### config.mk
export PLATFORM = sky130hd
export DESIGN_NAME = bcd_convert_arbiter
export DESIGN_NICKNAME = d
export VERILOG_FILES = /design/src/rtl/bcd_convert_arbiter_pkg.sv /design/src/rtl/bcd_convert_arbiter_rr_priority_pick.sv /design/src/rtl/bcd_convert_arbiter.sv
export SDC_FILE = /design/constraint.sdc
export NUM_CORES = 1
export LEC_CHECK = 0
export ABC_AREA = 0
export CORE_MARGIN = 5
export CORE_UTILIZATION = 42
export CTS_CLUSTER_DIAMETER = 80
export DETAILED_ROUTE_END_ITERATION = 8
export PLACE_DENSITY = 0.77
export SYNTH_ARGS = -nofsm -noshare
export SYNTH_HDL_FRONTEND = slang
export SYNTH_SLANG_ARGS = --single-unit
### constraint.sdc
create_clock -name i_Clk -period 2.7 [get_ports i_Clk]
set_clock_uncertainty 0.05 [all_clocks]
set_input_delay 0.675 -clock i_Clk [delete_from_list [all_inputs] [get_ports i_Clk]]
set_output_delay 0.675 -clock i_Clk [all_outputs]
set_load 0.01 [all_outputs]
### src/rtl/bcd_convert_arbiter_pkg.sv
// Shared types and constants for the BCD converter arbiter and its helpers.
package bcd_convert_arbiter_pkg;

    typedef enum logic [2:0] {
        ST_INIT,
        ST_IDLE,
        ST_ISSUE,
        ST_WAIT,
        ST_DONE_OK,
        ST_DONE_ERR
    } state_e;

    localparam logic [7:0] BCD_ERR = 8'hFF;
    localparam int DEFAULT_DRAIN_CYCLES = 32;
    localparam int DEFAULT_TIMEOUT_CYCLES = 63;

    function automatic int maxInt(input int a, input int b);
        return (a > b) ? a : b;
    endfunction

endpackage

### src/rtl/bcd_convert_arbiter_rr_priority_pick.sv
// Round-robin picker: first set request strictly after the last grant, wrapping.
module rr_priority_pick #(
    parameter int NUM_REQ = 3,
    localparam int IW = (NUM_REQ > 1) ? $clog2(NUM_REQ) : 1
) (
    input  logic [NUM_REQ-1:0] req_i,
    input  logic [IW-1:0]      last_i,
    output logic [IW-1:0]      idx_o,
    output logic               valid_o
);

    logic [IW-1:0] kIdx;

    // Scan from farthest to nearest so the nearest set request is written last and wins.
    always_comb begin
        idx_o   = '0;
        valid_o = 1'b0;
        kIdx    = '0;
        for (int i = NUM_REQ; i >= 1; i--) begin
            kIdx = IW'((int'(last_i) + i) % NUM_REQ);
            if (req_i[kIdx]) begin
                idx_o   = kIdx;
                valid_o = 1'b1;
            end
        end
    end

endmodule

### src/rtl/bcd_convert_arbiter.sv
// Shares one external double-dabble converter among NUM_REQ requesters, with
// a drain period after reset/timeout because the converter itself has no reset.
module bcd_convert_arbiter
    import bcd_convert_arbiter_pkg::*;
#(
    parameter int NUM_REQ        = 3,
    parameter int DRAIN_CYCLES   = DEFAULT_DRAIN_CYCLES,
    parameter int TIMEOUT_CYCLES = DEFAULT_TIMEOUT_CYCLES
) (
    input  logic                   i_Clk,
    input  logic                   i_Rst_L,
    input  logic [NUM_REQ-1:0]     i_Req,
    input  logic [8*NUM_REQ-1:0]   i_Binary,
    output logic [NUM_REQ-1:0]     o_Ack,
    output logic [7:0]             o_BCD,
    output logic                   o_Err,
    output logic                   o_Busy,
    output logic                   o_DD_Start,
    output logic [7:0]             o_DD_Binary,
    input  logic [7:0]             i_DD_BCD,
    input  logic                   i_DD_DV
);

    localparam int IW = (NUM_REQ > 1) ? $clog2(NUM_REQ) : 1;
    localparam int CW = $clog2(maxInt(DRAIN_CYCLES, TIMEOUT_CYCLES) + 1);

    state_e        state_q, state_d;
    logic [CW-1:0] cnt_q, cnt_d;
    logic [IW-1:0] last_q, last_d;
    logic [IW-1:0] grant_q, grant_d;
    logic [7:0]    bcd_q, bcd_d;
    logic [7:0]    ddBin_q, ddBin_d;

    logic [IW-1:0] pickIdx;
    logic          pickValid;
    logic [7:0]    operand [NUM_REQ];

    rr_priority_pick #(.NUM_REQ(NUM_REQ)) u_pick (
        .req_i   (i_Req),
        .last_i  (last_q),
        .idx_o   (pickIdx),
        .valid_o (pickValid)
    );

    always_comb begin
        for (int k = 0; k < NUM_REQ; k++) begin
            operand[k] = i_Binary[8*k +: 8];
        end
    end

    always_ff @(posedge i_Clk or negedge i_Rst_L) begin
        if (!i_Rst_L) begin
            state_q <= ST_INIT;
            cnt_q   <= '0;
            last_q  <= IW'(NUM_REQ - 1);
            grant_q <= '0;
            bcd_q   <= 8'h00;
            ddBin_q <= 8'h00;
        end else begin
            state_q <= state_d;
            cnt_q   <= cnt_d;
            last_q  <= last_d;
            grant_q <= grant_d;
            bcd_q   <= bcd_d;
            ddBin_q <= ddBin_d;
        end
    end

    // DV is only honoured in WAIT, so stale converter pulses in INIT/IDLE are dropped.
    always_comb begin
        state_d = state_q;
        cnt_d   = cnt_q;
        last_d  = last_q;
        grant_d = grant_q;
        bcd_d   = bcd_q;
        ddBin_d = ddBin_q;
        unique case (state_q)
            ST_INIT: begin
                if (cnt_q == CW'(DRAIN_CYCLES - 1)) begin
                    cnt_d   = '0;
                    state_d = ST_IDLE;
                end else begin
                    cnt_d = cnt_q + CW'(1);
                end
            end
            ST_IDLE: begin
                if (pickValid) begin
                    grant_d = pickIdx;
                    last_d  = pickIdx;
                    ddBin_d = operand[pickIdx];
                    state_d = ST_ISSUE;
                end
            end
            ST_ISSUE: begin
                cnt_d   = '0;
                state_d = ST_WAIT;
            end
            ST_WAIT: begin
                if (i_DD_DV) begin
                    bcd_d   = i_DD_BCD;
                    state_d = ST_DONE_OK;
                end else if ((cnt_q + CW'(1)) == CW'(TIMEOUT_CYCLES)) begin
                    bcd_d   = BCD_ERR;
                    state_d = ST_DONE_ERR;
                end else begin
                    cnt_d = cnt_q + CW'(1);
                end
            end
            ST_DONE_OK: begin
                state_d = ST_IDLE;
            end
            ST_DONE_ERR: begin
                cnt_d   = '0;
                state_d = ST_INIT;
            end
            default: begin
                cnt_d   = '0;
                state_d = ST_INIT;
            end
        endcase
    end

    always_comb begin
        o_Ack       = '0;
        o_Err       = 1'b0;
        o_DD_Start  = (state_q == ST_ISSUE);
        o_Busy      = (state_q != ST_IDLE);
        o_BCD       = bcd_q;
        o_DD_Binary = ddBin_q;
        if (state_q == ST_DONE_OK || state_q == ST_DONE_ERR) begin
            o_Ack = NUM_REQ'(1) << grant_q;
        end
        if (state_q == ST_DONE_ERR) begin
            o_Err = 1'b1;
        end
    end

endmodule

### Word level (Yosys, flattened, before mapping)

Cells that the tools add are included.

| operators by class | value |
|---|---|
| add/subtract/negate cells | 4 |
| divide/modulo/power cells | 3 |
| $lt $le $gt $ge | 4 |
| eq/ne operators | 13 |
| shift operators | 1 |
| mux-type cells | 28 |
| bitwise logic cells | 2 |
| reductions and logical operators | 8 |

Operators by type and width:

| operator | count |
|---|---|
| $mod 32x3->32 const B | 3 |
| $mux 8 | 4 |
| $mux 6 | 3 |
| $pmux 6 s3 | 1 |
| $bmux 8 s2 | 1 |
| $mux 3 | 5 |
| $pmux 3 s5 | 1 |
| $lt 2x3->1 const B | 3 |
| $ne 2x2->1 const B | 4 |
| $mux 1 | 7 |
| $add 2x2->3 const B | 2 |
| $add 6x1->6 const B | 1 |
| $bmux 1 s2 | 3 |
| $eq 3x2->1 const B | 2 |
| $eq 3x3->1 const B | 2 |
| $eq 6x5->1 const B | 1 |
| $eq 6x6->1 const B | 1 |
| $mux 2 | 3 |
| $reduce_and 3->1 | 2 |
| $reduce_and 2->1 | 2 |
| $add 2x1->3 const B | 1 |
| $eq 3x1->1 const B | 1 |
| $ge 3x3->1 const B | 1 |
| $logic_not 3->1 | 1 |
| other kinds (8) | 8 |

| word-level totals | value |
|---|---|
| bits in registers | 29 |
| bits of input ports | 38 |
| logic and storage cells | 69 |

### Depth between registers and ports, before layout

| depth | value |
|---|---|
| depth in word-level cells | 11 |
| gate-level depth with buffers | 9 |
| gate-level depth less buffers | 7 |

### Hierarchy

From an unflattened synthesis, not the netlist that was laid out.

| second synthesis, totals | value |
|---|---|
| cell total of the unflattened synthesis | 194 |
| area, all modules | 1,774.2 µm² |

Modules (own cells, without submodules):

| module | instances | cells each | area each (µm²) | seq. area each (µm²) |
|---|---|---|---|---|
| bcd_convert_arbiter | 1 | 167 | 1,582.8 | 701.9 |
| rr_priority_pick | 1 | 27 | 191.4 | 0.0 |

### Worst setup path after synthesis

Ideal clock, no wire load.

| path | value |
|---|---|
| path kind | reg2reg |
| from | register last_q[1] |
| to | register ddBin_q[0], in the netlist o_DD_Binary[0] |
| library setup time | 0.088 ns |
| arrival time | 2.374 ns |
| path slack | 0.188 ns |
| stages on the path, launching flop included | 10 |
| path buffers | 2 |
| clock period less this slack | 2.512 ns |
| cell sequence | dfstp_2 inv_1 ha_1 buf_4 nand2b_1 a22oi_1 o31ai_1 or4b_4 buf_6 o221ai_2 |

| on the way | value |
|---|---|
| cells in the longest elaborated chain, start to end | 11 |
| elaborated cells between the ends (all ways) | 23 |

RTL lines:

| element | line | text |
|---|---|---|
| start, declared | bcd_convert_arbiter.sv:29 | `logic [IW-1:0] last_q, last_d;` |
| start signal, assigned | bcd_convert_arbiter.sv:55 | `last_q <= IW'(NUM_REQ - 1);` |
| start signal, assigned | bcd_convert_arbiter.sv:62 | `last_q <= last_d;` |
| $add 2x2->3 | bcd_convert_arbiter_rr_priority_pick.sv:20 | `kIdx = IW'((int'(last_i) + i) % NUM_REQ);` |
| $mod 32x3->32 | bcd_convert_arbiter_rr_priority_pick.sv:20 |  |
| $bmux 1 s2 | bcd_convert_arbiter_rr_priority_pick.sv:21 | `if (req_i[kIdx]) begin` |
| $mux 1 (not written as such) | bcd_convert_arbiter_rr_priority_pick.sv:21 |  |
| $mux 2 (3 in series) | bcd_convert_arbiter_rr_priority_pick.sv:21 |  |
| $not 2->3 (not written as such) | bcd_convert_arbiter.sv:90 | `ddBin_d = operand[pickIdx];` |
| $bmux 8 s2 | bcd_convert_arbiter.sv:90 |  |
| $mux 8 (not written as such) (2 in series) | bcd_convert_arbiter.sv:90 |  |
| end signal, assigned | bcd_convert_arbiter.sv:65 | `ddBin_q <= ddBin_d;` |
| end, declared | bcd_convert_arbiter.sv:32 | `logic [7:0] ddBin_q, ddBin_d;` |

Several ways; a longest one is shown, not always the timed one. The select of a mux whose other input is x is not followed.
A chain may end at the register's enable or synchronous reset.

### Final worst setup path

| path | value |
|---|---|
| from | register last_q[1] |
| to | register ddBin_q[5], in the netlist o_DD_Binary[5] |

Same word-level chain as after synthesis.

==> key figures <==
Outcome
  – Status: complete, no violations

Clocking
  – Clock transition at the registers of the reported paths: 0.09 ns
  – Worst skew pair latency: 0.27 ns
  – CTS Buffer Depth: 2
  – H-tree levels: 1
  – Sinks on Clock Net: 28
  – CTS Root Cell: clkbuf_8
  – Total clock buffers created by CTS: 3
  – TritonCTS clock tree: built
  – Post-CTS setup buffer count: 0

Worst hold path
  – Hold Path End: o_DD_Binary[3]$_DFFE_PN0P_
  – Hold WC Path Type: flop to flop
  – Worst hold path startpoint: o_DD_Binary[3]$_DFFE_PN0P_
  – Hold depth: 2

Synth
  – Asr flop ratio synth: 1.000
  – Synth Net Count: 237
  – Mapped Cells: 193
  – Seq cells post-synth: 28
  – Post-synth top cells: dfrtp_1 (27), inv_1 (27), a21oi_1 (10), nand2b_1 (10), a32oi_1 (9)
  – Top cell type by total area after synthesis: dfrtp_1
  – Synth cell types: 46
  – Main synth FF type: dfrtp_1
  – Synth area leaders: dfrtp_1 (36%), o221ai_2 (5.6%), inv_1 (5.4%)
  – EDFF count, synth: 0
  – Synth top area share: 0.3610
  – YS warnings: 0
  – Mapped Area: 1872 um2
  – Sequential area share after synthesis: 0.3750
  – Syn_area_per_cell: 9.698 um2

Floorplan
  – Num ports: 60
  – Vert. Die Dim: 76.76 um
  – Die Span X: 76.76 um
  – Placement Rows: 24
  – Die Area: 5892 um2
  – Core Box Area: 4354 um2
  – Initial core utilization: 0.4299

Worst setup path
  – Reg2Reg Setup Slack: 0.15 ns
  – CP endpoint kind: flop
  – Setup crit start kind: flop
  – Reg2reg start: last_q[1]$_DFFE_PN1P_
  – Worst Setup Path Type: flop to flop
  – Crit path max fanout: 10
  – Reg2reg end: o_DD_Binary[5]$_DFFE_PN0P_
  – Worst endpoint required time: 2.85 ns
  – Cells on worst reg2reg path: 7
  – Crit path DAT: 2.70 ns

STA
  – Crit share post-route: 0.9460
  – Peak Freq: 0.3915 GHz
  – RSZ-0062 raised after global routing: no
  – Setup violators final: 0
  – Slew of the pin with the lowest slew margin: 0.4399 ns
  – Slew Viols, Final: 0
  – Final Hold Viols: 0
  – Slew margin rel.: 0.7056
  – Worst hold slack: 0.4548 ns
  – Final worst path period need: 2.554 ns

Detailed routing
  – WL/cell: 15.00 um
  – DRT iter0 DRCs: 129
  – Wirelength, routed: 4.740 mm
  – Via count: 1730
  – Post-route ant nets: 0
  – Via-to-Cell Ratio: 5.475
  – # DRC: 0
  – Drt pass-1 iters: 4

Power
  – PwrDens: 1004 nW/um2
  – Worst VDD drop: 581.8 uV
  – Lkg Pwr: 1.131 nW

Global route
  – Initial antenna violation count: 0
  – Vias in the first global route: 1744
  – Overflow after GRT: 0
  – First-pass GRT wire length: 8.252 mm
  – Total GRT Usage: 0.1656
  – Largest net degree at the start of global routing: 29

Final layout
  – Antenna cells: 0
  – Layout area overhead: 42.11%
  – Reg area: 701.9 um2
  – Share of layout cells above drive strength 1: 0.1477
  – Layout fillers: 401
  – Multi-input gate area: 1001 um2
  – Nets: 309
  – Final Util: 0.6109

Place
  – Routability cong.: 0.7829
  – Final HPWL DP: 3.661 mm
  – I/O Buffers: 59

Job
  – Max-cap violation count: 0
==> sequential cells by signal (all words and copies together) (netlist names) <==
name and count:
o_BCD 8, grant_q 1, o_DD_Binary 8, cnt_q 6, state_q 3, last_q 2
==> layout make-up <==
class | count | area share
flip-flops and latches | 28 | 0.2639
inverters | 27 | 0.03810
repair buffers | 78 | 0.2803
multi-input cells | 127 | 0.3763
clock buffers | 4 | 0.01693
well taps | 52 | 0.02446
==> what timing repair did <==
item                       4_1_cts  5_1_grt
hold buffers                     0        0
gates resized for setup          0        2
hold endpoints to repair         0        0
setup endpoints to repair        0        9
==> placed cells by master (no fill, tap or decap), types with 2 or more instances in the layout <==
master           netlist  routed
clkdlybuf4s50_1        0      59
inv_1                 27      27
dfrtp_1               27      27
buf_4                  4      18
nand2b_1              10      10
a21oi_1               10      10
a32oi_1                9       9
o22a_1                 8       8
o221ai_2               7       7
a21o_1                 6       6
nand2_1                6       6
o21ai_0                6       6
nor2_1                 6       5
nand3_1                5       5
nor2b_1                5       5
ha_1                   6       5
nor3b_1                3       3
nor3_1                 3       3
o211ai_1               3       3
mux2i_1                3       3
a221oi_1               3       3
o22ai_1                3       3
clkbuf_8               0       3
or3_1                  2       2
and3_1                 2       2
o31a_1                 2       2
o211ai_2               2       2
==> worst max-delay path by stage <==
stage	from	cells after the start	slack [ns]	end
after floorplan	last_q[1]$_DFFE_PN1P_	9	0.19	o_DD_Binary[0]$_DFFE_PN0P_
after global placement	i_Req[0]	6	-0.01	o_DD_Binary[3]$_DFFE_PN0P_
after detailed placement	i_Req[2]	6	-0.06	o_DD_Binary[5]$_DFFE_PN0P_
after CTS	state_q[0]$_DFFE_PN0P_	4	0.06	o_Busy
after global routing	last_q[1]$_DFFE_PN1P_	7	0.02	o_DD_Binary[5]$_DFFE_PN0P_
final	last_q[1]$_DFFE_PN1P_	7	0.15	o_DD_Binary[5]$_DFFE_PN0P_
==> where the power goes <==
| group | switching [mW] | total, mW | internal (mW) | leakage [nW] |
|---|---|---|---|---|
| Sequential | 0.126 | 0.726 | 0.600 | 0.344 |
| Clock | 0.127 | 0.233 | 0.106 | 0.0228 |
| Combinational | 0.810 | 1.71 | 0.902 | 0.765 |
==> metal layers <==
metal | share of wire | track usage | vias up
met3 | 0.092 | 0.05738 | 4
met4 | 0.0038 | 0.02622 | 0
met1 | 0.47 | 0.2274 | 804
li1 | - | - | 856
met2 | 0.44 | 0.2555 | 66
met5 | 0 | 0 | -
==> stage by stage <==
step	instance area (um2)	total power, mW	setup WS, ns	std cells	setup TNS [ns]
detailed placement	2610	2.435	-0.05888	312	-0.3381
finish	2660	2.670	0.1459	316	0
global route	2660	2.889	0.01556	316	0
floorplan	1872	1.762	0.1880	193	0
global placement	2610	2.413	-0.01281	312	-0.08066
CTS	2655	2.685	0.06316	316	0
==> critical path: stages, from the launching register on <==
cell      delay [ns]
dfstp_2         0.56
inv_1           0.06
ha_2            0.41
and3b_1         0.27
o21a_1          0.21
a31oi_1         0.12
or4b_4          0.59
o221ai_2        0.20
==> kinds of logic (layout without fill, tap and decap cells) <==
family / Yosys count / count (layout) / synth area share
adders and majority gates: 6 / 6 / 0.04011
and+or+nand+nor: 47 / 47 / 0.1444
xor gates and xnor gates: 1 / 1 / 0.004680
DFF: 28 / 28 / 0.3750
AOI/OAI and AO/OA: 68 / 68 / 0.3128
buffers and inverters: 38 / 109 / 0.09291
muxes: 5 / 5 / 0.03008
Note: power is estimated with default switching activity, not from simulation.
